==> src/rtl/io_pkg.sv <==
`default_nettype none
// ============================================================================
// Module      : io_pkg
// Description : Shared types and constants for the two-master I/O bus arbiter.
//               Provides the owner/state encoding, default bus widths, master
//               id constants and a saturating burst-counter helper.
// Revision    : 1.0 - initial release
// ============================================================================
package io_pkg;

  // Registered bus owner / arbiter state
  typedef enum logic [1:0] {
    IDLE = 2'd0,
    OWN0 = 2'd1,
    OWN1 = 2'd2
  } owner_state_e;

  localparam int ADDR_W_DEF = 8;
  localparam int DATA_W_DEF = 8;

  // Master ids; the id is also the tag carried with every read
  localparam logic M0 = 1'b0;
  localparam logic M1 = 1'b1;

  // Burst counter increment that stops at the configured limit
  function automatic logic [3:0] bcnt_sat_inc(input logic [3:0] cnt, input logic [3:0] lim);
    return (cnt >= lim) ? cnt : cnt + 4'd1;
  endfunction

endpackage
`default_nettype wire

==> src/rtl/io_rd_tag_pipe.sv <==
`default_nettype none
// ============================================================================
// Module      : io_rd_tag_pipe
// Description : DEPTH-stage shift register carrying {valid, master id} for
//               every read strobe, so returning data is steered to the master
//               that issued the read regardless of later owner changes.
// Ports       : clk, rst        - clock, async active-high reset
//               i_vld / i_id    - read strobe issued this cycle and its master
//               o_vld / o_id    - read data valid on the I/O block this cycle
// Revision    : 1.0 - initial release
// ============================================================================
module io_rd_tag_pipe #(
  parameter int DEPTH = 1
) (
  input  logic clk,
  input  logic rst,
  input  logic i_vld,
  input  logic i_id,
  output logic o_vld,
  output logic o_id
);

  logic [DEPTH-1:0] r_vld;
  logic [DEPTH-1:0] r_id;

  // Reset clears every stage so in-flight reads never return
  always_ff @(posedge clk or posedge rst) begin
    if (rst) begin
      r_vld <= '0;
      r_id  <= '0;
    end else begin
      r_vld[0] <= i_vld;
      r_id[0]  <= i_id;
      for (int i = 1; i < DEPTH; i++) begin
        r_vld[i] <= r_vld[i-1];
        r_id[i]  <= r_id[i-1];
      end
    end
  end

  assign o_vld = r_vld[DEPTH-1];
  assign o_id  = r_id[DEPTH-1];

endmodule
`default_nettype wire

==> src/rtl/io_bus_arbiter.sv <==
`default_nettype none
// ============================================================================
// Module      : io_bus_arbiter
// Description : Shares the single-port I/O register bus between the CPU (M0)
//               and a secondary master (M1). Round-robin with a bounded burst
//               per owner, zero-wait combinational grant, registered command
//               to the I/O block, read data returned to the issuing master.
// Ports       : clk, rst                 - clock, async active-high reset
//               mX_req/we/addr/wdata     - command from master X (held until gnt)
//               mX_gnt                   - command accepted this cycle
//               mX_rvalid / mX_rdata     - read return pulse and data
//               io_we/io_re/io_addr/io_data_in - registered command to I/O block
//               io_data_out              - read data from I/O block
// Revision    : 1.0 - initial release
// ============================================================================
module io_bus_arbiter
  import io_pkg::*;
#(
  parameter int ADDR_W    = ADDR_W_DEF,
  parameter int DATA_W    = DATA_W_DEF,
  parameter int READ_LAT  = 1,
  parameter int MAX_BURST = 4
) (
  input  logic              clk,
  input  logic              rst,
  input  logic              m0_req,
  input  logic              m0_we,
  input  logic [ADDR_W-1:0] m0_addr,
  input  logic [DATA_W-1:0] m0_wdata,
  output logic              m0_gnt,
  output logic              m0_rvalid,
  output logic [DATA_W-1:0] m0_rdata,
  input  logic              m1_req,
  input  logic              m1_we,
  input  logic [ADDR_W-1:0] m1_addr,
  input  logic [DATA_W-1:0] m1_wdata,
  output logic              m1_gnt,
  output logic              m1_rvalid,
  output logic [DATA_W-1:0] m1_rdata,
  output logic              io_we,
  output logic              io_re,
  output logic [ADDR_W-1:0] io_addr,
  output logic [DATA_W-1:0] io_data_in,
  input  logic [DATA_W-1:0] io_data_out
);

  localparam logic [3:0] C_MAX_BURST = 4'(MAX_BURST);

  owner_state_e      r_state;
  owner_state_e      w_state_nxt;
  logic [3:0]        r_bcnt;
  logic [3:0]        w_bcnt_nxt;
  logic              r_last;
  logic              w_last_nxt;
  logic              w_sel;
  logic              w_acc;
  logic              w_cmd_we;
  logic [ADDR_W-1:0] w_cmd_addr;
  logic [DATA_W-1:0] w_cmd_wdata;

  logic              r_io_we;
  logic              r_io_re;
  logic [ADDR_W-1:0] r_io_addr;
  logic [DATA_W-1:0] r_io_data_in;
  logic              r_rd_id;

  logic              w_ret_vld;
  logic              w_ret_id;

  // --------------------------------------------------------------------------
  // Selection: owner keeps the bus while under its burst limit or while the
  // other master is quiet; from IDLE a tie goes to the master not served last.
  // --------------------------------------------------------------------------
  always_comb begin
    w_sel = M0;
    case (r_state)
      OWN0: begin
        if (m0_req && (!m1_req || (r_bcnt < C_MAX_BURST))) w_sel = M0;
        else if (m1_req)                                  w_sel = M1;
        else                                              w_sel = M0;
      end
      OWN1: begin
        if (m1_req && (!m0_req || (r_bcnt < C_MAX_BURST))) w_sel = M1;
        else if (m0_req)                                  w_sel = M0;
        else                                              w_sel = M1;
      end
      default: begin
        if (m0_req && m1_req) w_sel = ~r_last;
        else if (m1_req)      w_sel = M1;
        else                  w_sel = M0;
      end
    endcase
  end

  // Grants are forced low while reset is asserted
  assign m0_gnt = m0_req & (w_sel == M0) & ~rst;
  assign m1_gnt = m1_req & (w_sel == M1) & ~rst;
  assign w_acc  = m0_gnt | m1_gnt;

  assign w_cmd_we    = (w_sel == M1) ? m1_we    : m0_we;
  assign w_cmd_addr  = (w_sel == M1) ? m1_addr  : m0_addr;
  assign w_cmd_wdata = (w_sel == M1) ? m1_wdata : m0_wdata;

  // --------------------------------------------------------------------------
  // Next-state: any accept makes the acceptor owner; an idle cycle drops to
  // IDLE and clears the burst count but remembers who was served last.
  // --------------------------------------------------------------------------
  always_comb begin
    w_state_nxt = IDLE;
    w_bcnt_nxt  = 4'd0;
    w_last_nxt  = r_last;
    if (w_acc) begin
      w_last_nxt  = w_sel;
      w_state_nxt = (w_sel == M1) ? OWN1 : OWN0;
      if (((r_state == OWN0) && (w_sel == M0)) || ((r_state == OWN1) && (w_sel == M1)))
        w_bcnt_nxt = bcnt_sat_inc(r_bcnt, C_MAX_BURST);
      else
        w_bcnt_nxt = 4'd1;
    end
  end

  always_ff @(posedge clk or posedge rst) begin
    if (rst) begin
      r_state <= IDLE;
      r_bcnt  <= 4'd0;
      r_last  <= M1;
    end else begin
      r_state <= w_state_nxt;
      r_bcnt  <= w_bcnt_nxt;
      r_last  <= w_last_nxt;
    end
  end

  // --------------------------------------------------------------------------
  // Registered command toward the I/O block; address/data hold when idle.
  // --------------------------------------------------------------------------
  always_ff @(posedge clk or posedge rst) begin
    if (rst) begin
      r_io_we      <= 1'b0;
      r_io_re      <= 1'b0;
      r_io_addr    <= '0;
      r_io_data_in <= '0;
      r_rd_id      <= M0;
    end else begin
      r_io_we <= w_acc &  w_cmd_we;
      r_io_re <= w_acc & ~w_cmd_we;
      if (w_acc) begin
        r_io_addr    <= w_cmd_addr;
        r_io_data_in <= w_cmd_wdata;
        r_rd_id      <= w_sel;
      end
    end
  end

  assign io_we      = r_io_we;
  assign io_re      = r_io_re;
  assign io_addr    = r_io_addr;
  assign io_data_in = r_io_data_in;

  // Tag pipe is fed by the issued read strobe, so its exit lines up with the
  // cycle in which io_data_out carries that read's result.
  io_rd_tag_pipe #(
    .DEPTH (READ_LAT)
  ) u_rd_tag_pipe (
    .clk   (clk),
    .rst   (rst),
    .i_vld (r_io_re),
    .i_id  (r_rd_id),
    .o_vld (w_ret_vld),
    .o_id  (w_ret_id)
  );

  assign m0_rvalid = w_ret_vld & (w_ret_id == M0);
  assign m1_rvalid = w_ret_vld & (w_ret_id == M1);
  assign m0_rdata  = rst ? '0 : io_data_out;
  assign m1_rdata  = rst ? '0 : io_data_out;

endmodule
`default_nettype wire

==> config.mk <==
export PLATFORM = sky130hd
export DESIGN_NAME = io_bus_arbiter
export DESIGN_NICKNAME = d
export VERILOG_FILES = /design/src/rtl/io_pkg.sv /design/src/rtl/io_rd_tag_pipe.sv /design/src/rtl/io_bus_arbiter.sv
export SDC_FILE = /design/constraint.sdc
export NUM_CORES = 1
export LEC_CHECK = 0
export ABC_AREA = 1
export CORE_MARGIN = 3
export CORE_UTILIZATION = 36
export DETAILED_ROUTE_END_ITERATION = 16
export GPL_ROUTABILITY_DRIVEN = 0
export PLACE_DENSITY = 0.81
export SYNTH_ARGS = -nofsm -noshare
export SYNTH_HDL_FRONTEND = slang
export SYNTH_SLANG_ARGS = --single-unit
==> constraint.sdc <==
create_clock -name clk -period 1.4 [get_ports clk]
set_input_delay 0.28 -clock clk [delete_from_list [all_inputs] [get_ports clk]]
set_output_delay 0.28 -clock clk [all_outputs]
set_load 0.005 [all_outputs]
==> results by group, run 1 <==
Synthesis
  – Synth Net Count: 274
  – Avg Cell Area, Syn: 7.268 um^2
  – Synth Cell Area: 1635 um^2
  – Yosys top cell by area: dfrtp_1
  – Synth cell types: 20
  – FF+latch count, synth: 28
  – Synthesis warning total: 0
  – Synth top cells by count: nand2_1 (84), nand3_1 (37), dfrtp_1 (27), inv_1 (27), nor2_1 (11)
  – Top-count cell post-synth: nand2_1
  – Ys async rst share: 100.0%
  – Post-synth EDFFs: 0
  – Top_reg_cell synth: dfrtp_1
  – Post-Synthesis Cells: 225
  – Post-synthesis sequential area ratio: 42.92%
  – Synth top area cells: dfrtp_1 (41%), nand2_1 (19%), nand3_1 (11%), inv_1 (6.2%), buf_4 (4.6%)
  – Yosys top cell area share: 41.32%

Timing
  – Hold slack: 387.4 ps
  – Hold Vio Cnt, Final: 0
  – Final Setup Violations: 44
  – Clk_skew: 8.755 ps
  – Slew HR: 82.82%
  – F_max: 0.5287 GHz
  – Setup WS post-layout: -491.3 ps
  – Tightest Pin Transition: 256.8 ps
  – Fin crit period: 1891 ps
  – Final period util: 135.1%
  – RSZ-0062 raised after global routing: yes
  – Final Slew Violations: 0
  – Post-route setup TNS: -16370 ps

GRT
  – GRT Total Usage: 17.61%
  – Number of global-route vias before repair: 1615
  – Antenna violations before repair: 0
  – Largest net degree at the start of global routing: 29
  – Wire length of the first global-routing pass: 7431 um
  – GR Overflow Total: 0

Die
  – Die Wd: 73.40 um
  – Initial Util: 38.92%
  – Die Footprint: 5388 um^2
  – Num ports: 84
  – Die height: 73.40 um
  – Std-Cell Rows: 23
  – Core Area: 4202 um^2

Run
  – Max Cap Viol: 0

Power
  – Worst vdd ir: 0.5590 mV
  – PwrDens: 1261 nW/um^2
  – Leakage: 1.531 nW

Worst hold path
  – Worst hold path type: reg -> reg
  – Worst Hold Depth: 0

Worst setup path
  – WP data required: 1120 ps
  – Worst r2r src: r_state[1]
  – CP Capture Type: output pin
  – Setup crit start: r_state[1]
  – Crit Path Category: reg -> out
  – CP arrival: 1610 ps
  – CP startpoint kind: flop
  – Cell count of the worst reg-to-reg path: 11
  – Worst flop-to-flop path endpoint: r_bcnt[2]
  – Setup crit end: m1_gnt
  – CP Max Fanout: 2
  – Internal reg-to-reg setup slack: -480 ps

Detailed routing
  – Drt pass-1 iters: 4
  – Initial DRC count: 105
  – Final ANT Viol Nets: 0
  – Drt total wl: 4942 um
  – Via density: 4.739
  – DR WL/cell: 13.58 um
  – Vias after detailed routing: 1725
  – Post-route DRC: 0

Clock tree
  – CTS Buf Count: 3
  – Clock buffer depth: 2
  – Clock Latency Late Sink: 280 ps
  – Clock Tree Root: clkbuf_8
  – Clk sinks: 28
  – CTS tree: built
  – Htree depth: 1
  – CTS clk-pin slew, worst paths: 90 ps

Cells and area
  – Finished Layout Cells: 364
  – Share of cells above drive strength 1: 17.52%
  – Area delta synth->final: 65.95%
  – Core Util, Final: 64.59%
  – NumNets Final: 364
  – ANT cells: 0
  – Fillers: 365

Place
  – Post-Place Cells: 351
  – Port bufs: 83
  – DP HPWL: 3387 um

Status
  – Failing checks: negative setup slack
  – Outcome: finished with violations
layout make-up:
type,count,area (um^2),share of cell area (%)
Tap cell,50,62.56,2.305
Sequential cell,28,701.9,25.86
Multi-Input combinational cell,149,738.2,27.20
Timing Repair Buffer,106,1039,38.27
Inverter,27,101.3,3.734
Clock buffer,3,41.29,1.521
Clock inverter,1,30.03,1.107
report_power, final:
group          internal (mW)  total, mW  switching (mW)  leakage [nW]
combinational          0.807       1.55           0.739          1.14
clock                  0.383      0.638           0.255        0.0357
sequential              1.09       1.24           0.147         0.357
total                   2.28       3.42            1.14          1.53
how the worst min path moves through the flow:
stage,from,endpoint,slack [ps]
floorplan,r_rd_id,u_rd_tag_pipe.o_id,350
global placement,r_rd_id,u_rd_tag_pipe.o_id,360
detailed placement,r_rd_id,u_rd_tag_pipe.o_id,370
CTS,r_rd_id,u_rd_tag_pipe.o_id,390
global route,r_rd_id,u_rd_tag_pipe.o_id,410
finish,r_rd_id,u_rd_tag_pipe.o_id,390
cell usage in the layout, fill, tap and decap left out, drive strengths merged, types with 3 or more instances in the layout:
cell and n:
buf 24, clkdlybuf4s50 53, clkbuf 4, nand2 89, dfrtp 27, nor2 15
inv 27, nand3 37, dlygate4sd2 24, ha 3
worst max-delay path, stage by stage, from the launching register on:
cell	delay (ps)
dfrtp_1	390
buf_4	140
ha_4	220
a21oi_2	130
nand2_2	80
buf_4	140
nand3_2	80
inv_1	40
buf_2	110
metrics by stage:
step | setup WS, ps | area [um^2] | power (mW)
4_1_cts | -489.8 | 2656 | 3.367
3_3_place_gp | -632.4 | 2520 | 2.760
5_1_grt | -553.1 | 2714 | 3.662
3_5_place_dp | -674.4 | 2520 | 2.799
6_report | -491.3 | 2714 | 3.422
2_1_floorplan | -48.18 | 1663 | 1.986
cells by family (layout without fill, tap and decap cells):
logic type	after synthesis	count (layout)	synth area share, %
DFF	28	28	42.92
xor gates and xnor gates	1	1	0.5357
and+or+nand+nor	142	142	37.34
muxes	1	1	0.6121
buffers and inverters	48	137	15.45
AOI/OAI and AO/OA	2	2	0.8414
adders and majority gates	3	3	2.296
state kept, by name (all words and copies together) (netlist names), 2 cells and up:
name,cells
io_addr,8
io_data_in,8
r_bcnt,4
r_state,2
what timing repair did:
action | in CTS | in global routing
cloned | 0 | 1
endpoints found under the setup margin | 63 | 46
pin swaps | 4 | 4
hold buffers | 0 | 0
resized for setup | 51 | 8
buffers inserted | 8 | 1
metal layers:
layer  vias to the layer above  GRT usage, %  wire length, um
met5                         -             0                0
met4                         0         3.622               48
met3                         6         2.736              405
met2                        72         31.68             2488
met1                       793         22.25             2001
li1                        854             -                -
No activity file was read; power rests on OpenSTA's default activity.
==> run 2: changes to the inputs <==
CTS_CLUSTER_DIAMETER = 60   (was default)
SYNTH_HIERARCHICAL = 1   (was default)
TNS_END_PERCENT = 1   (was default)
==> run 2 against run 1 <==
The run still ends with negative setup slack left. Fmax is 2.2% higher. First-iteration DRC count shrank 51%. Synthesized area up 0.23%. Core utilization is 2.7 points lower. Combinational power down 9%. Cell count is 0.27% lower. Global-route usage shrank 2.2 points. Critical path type unchanged. Largest cell class unchanged.
==> results by group, run 2 <==
Status
  – Outcome: finished with violations
  – Failing checks: negative setup slack

Synthesis
  – Post-synthesis sequential area ratio: 42.82% (-0.098 points)
  – Yosys top cell by area: dfrtp_1
  – Synth Net Count: 275 (+0.36%)
  – Post-Synthesis Cells: 226 (+0.44%)
  – Synthesis warning total: 6 (+6)
  – Top-count cell post-synth: nand2_1
  – Post-synth EDFFs: 0 (unchanged)
  – Ys async rst share: 100.0% (unchanged)
  – Top_reg_cell synth: dfrtp_1
  – Synth top cells by count: nand2_1 (84), nand3_1 (37), inv_1 (28)
  – Synth top area cells: dfrtp_1 (41%), nand2_1 (19%), nand3_1 (11%), inv_1 (6.4%), buf_4 (4.6%)
  – Synth cell types: 20 (unchanged)
  – Avg Cell Area, Syn: 7.253 um^2 (-0.21%)
  – Synth Cell Area: 1639 um^2 (+0.23%)
  – FF+latch count, synth: 28 (unchanged)
  – Yosys top cell area share: 41.22% (-0.095 points)

Timing
  – Clk_skew: 2.113 ps (-6.642 ps)
  – Post-route setup TNS: -9952 ps (+6416 ps)
  – Slew HR: 82.30% (-0.52 points)
  – Setup WS post-layout: -450.2 ps (+41.14 ps)
  – Hold Vio Cnt, Final: 0 (unchanged)
  – Final Slew Violations: 0 (unchanged)
  – Fin crit period: 1850 ps (-41.14 ps)
  – RSZ-0062 raised after global routing: yes
  – Final period util: 132.2% (-2.9 points)
  – Tightest Pin Transition: 264.5 ps (+7.748 ps)
  – Final Setup Violations: 28 (-36%)
  – F_max: 0.5405 GHz (+2.2%)
  – Hold slack: 182.1 ps (-205.3 ps)

Place
  – DP HPWL: 3199 um (-5.6%)
  – Port bufs: 83 (unchanged)
  – Placed Area: 2509 um^2 (-0.45%)

Worst setup path
  – CP arrival: 1570 ps (-40 ps)
  – CP Capture Type: output pin
  – Worst r2r src: r_state[1]
  – CP startpoint kind: flop
  – Setup crit start: r_state[1]
  – Internal reg-to-reg setup slack: -420 ps (+60 ps)
  – CP Max Fanout: 2 (unchanged)
  – Crit Path Category: reg -> out
  – WP data required: 1120 ps (about the same)

Detailed routing
  – Vias after detailed routing: 1668 (-3.3%)
  – Final ANT Viol Nets: 0 (unchanged)
  – Drt total wl: 4209 um (-15%)
  – Initial DRC count: 51 (-51%)
  – Via density: 4.595 (-3.0%)
  – DR WL/cell: 11.60 um (-15%)
  – Drt pass-1 iters: 4 (unchanged)
  – Post-route DRC: 0 (unchanged)

Clock tree
  – Clock Latency Late Sink: 270 ps (about the same)
  – Clock Tree Root: clkbuf_8
  – Clk sinks: 28 (unchanged)
  – CTS tree: built
  – Htree depth: 1 (unchanged)
  – Clock buffer depth: 2 (unchanged)
  – CTS Buf Count: 3 (unchanged)
  – Hold buffers post-CTS: 0 (unchanged)
  – CTS clk-pin slew, worst paths: 90 ps (about the same)

Cells and area
  – Commonest non-fill, non-tap cell in the layout: nand2_1
  – Area occupied by multi-input gates: 735.7 um^2 (-0.34%)
  – Share of cells above drive strength 1: 19.81% (+2.3 points)
  – NumNets Final: 363 (-0.27%)
  – Commonest cells after routing, fill and taps aside: nand2_1 (82), clkdlybuf4s50_1 (44), nand3_1 (36)
  – Reg area: 701.9 um^2 (unchanged)
  – Core Util, Final: 61.85% (-2.7 points)
  – Area delta synth->final: 58.55%
  – ANT cells: 0 (unchanged)
  – Fillers: 376 (+3.0%)
  – Design area: 2599 um^2 (-4.2%)

Die
  – Std-Cell Rows: 23 (unchanged)
  – Die Wd: 73.48 um (+0.10%)
  – Die height: 73.48 um (+0.10%)
  – Num ports: 84 (unchanged)
  – Initial Util: 39.01% (+0.089 points)
  – Die Footprint: 5399 um^2 (+0.20%)
  – Core Area: 4202 um^2 (unchanged)

GRT
  – Number of global-route vias before repair: 1479 (-8.4%)
  – Largest net degree at the start of global routing: 27 (-6.9%)
  – Wire length of the first global-routing pass: 6534 um (-12%)
  – GR Overflow Total: 0 (unchanged)
  – GRT Total Usage: 15.44% (-2.2 points)
  – Antenna violations before repair: 0 (unchanged)

Worst hold path
  – Worst hold path type: in -> async

Power
  – Sw Pwr: 1.053 mW (-7.7%)
  – Worst vdd ir: 0.5892 mV (+5.4%)
  – Switching share of total power: 33.63% (+0.27 points)
  – Internal Power: 2.078 mW (-8.9%)
  – Combinational power share: 45.1% (about the same)
  – PwrDens: 1205 nW/um^2 (-4.4%)
  – Leakage: 1.495 nW (-2.4%)
  – Reg power frac: 39.1% (+2.9 points)
  – Clock Power Share: 15.8% (-2.8 points)

Run
  – Max Cap Viol: 0 (unchanged)
[run 2: cell count changes after synthesis, sizes merged]
cell,delta
inv,+1
[run 2: cells by family (layout without fill, tap and decap cells)]
family	count (synthesis)	count (layout)	synth area share [%]
simple gates	142	142	37.25
buf+inv	49	136	15.65
flops	28	28	42.82
fa+ha+maj	3	3	2.290
compound gates	2	2	0.8395
xor+xnor	1	1	0.5344
mux	1	1	0.6107
[run 2: timing repair]
action,CTS,global route
pin swaps,3,4
setup buffers,4,2
setup endpoints to repair,63,44
resized for setup,59,34
[run 2: metrics by stage]
step                instances  power, mW  setup slack [ps]
floorplan                 226      1.974            -48.18
CTS                       361      3.131            -480.0
detailed placement        353      2.769            -679.0
global placement          353      2.733            -659.8
finish                    363      3.132            -450.2
global route              363      3.377            -546.0
[run 2: critical path, stage by stage (launching register included)]
cell and delay, ps:
dfrtp_1 370, inv_1 50, ha_2 180, nand2_2 70, inv_2 50, a21oi_4 140, nand2_2 80, buf_6 120
nand2_4 60, nand2_4 50, inv_2 60, buf_6 80
[run 2: metal layers]
layer | vias up | global-route usage, % | share of wire (%)
met1 | 754 | 16.62 | 39
met5 | - | 0 | 0
met2 | 60 | 28.54 | 50
met4 | 0 | 4.225 | 0.93
li1 | 852 | - | -
met3 | 2 | 5.062 | 10
[run 2: final cells by class]
cell class,instances,share of cell area [%]
timing repair buffer,104,36.11
clock buffer,4,2.118
sequential,28,27.01
multi-input combinational,149,28.31
tap,50,2.407
inverter,28,4.044
[run 2: power by group through the flow]
| stage | logic (mW) | registers (mW) | clock network, mW |
|---|---|---|---|
| after floorplan | 0.714 | 1.26 | 0 |
| after global placement | 1.49 | 1.24 | 0 |
| after detailed placement | 1.51 | 1.26 | 0 |
| after CTS | 1.40 | 1.23 | 0.500 |
| after global routing | 1.58 | 1.27 | 0.530 |
| final | 1.41 | 1.22 | 0.494 |
[run 2: worst paths after layout]
kind	end	cells after the start
max	m0_gnt	11
min	u_rd_tag_pipe/o_id	3
max reg2reg	r_bcnt[0]	13
min reg2reg	u_rd_tag_pipe/o_vld	0
max in group asynchronous	r_last	4
min in group clk	u_rd_tag_pipe/o_vld	0
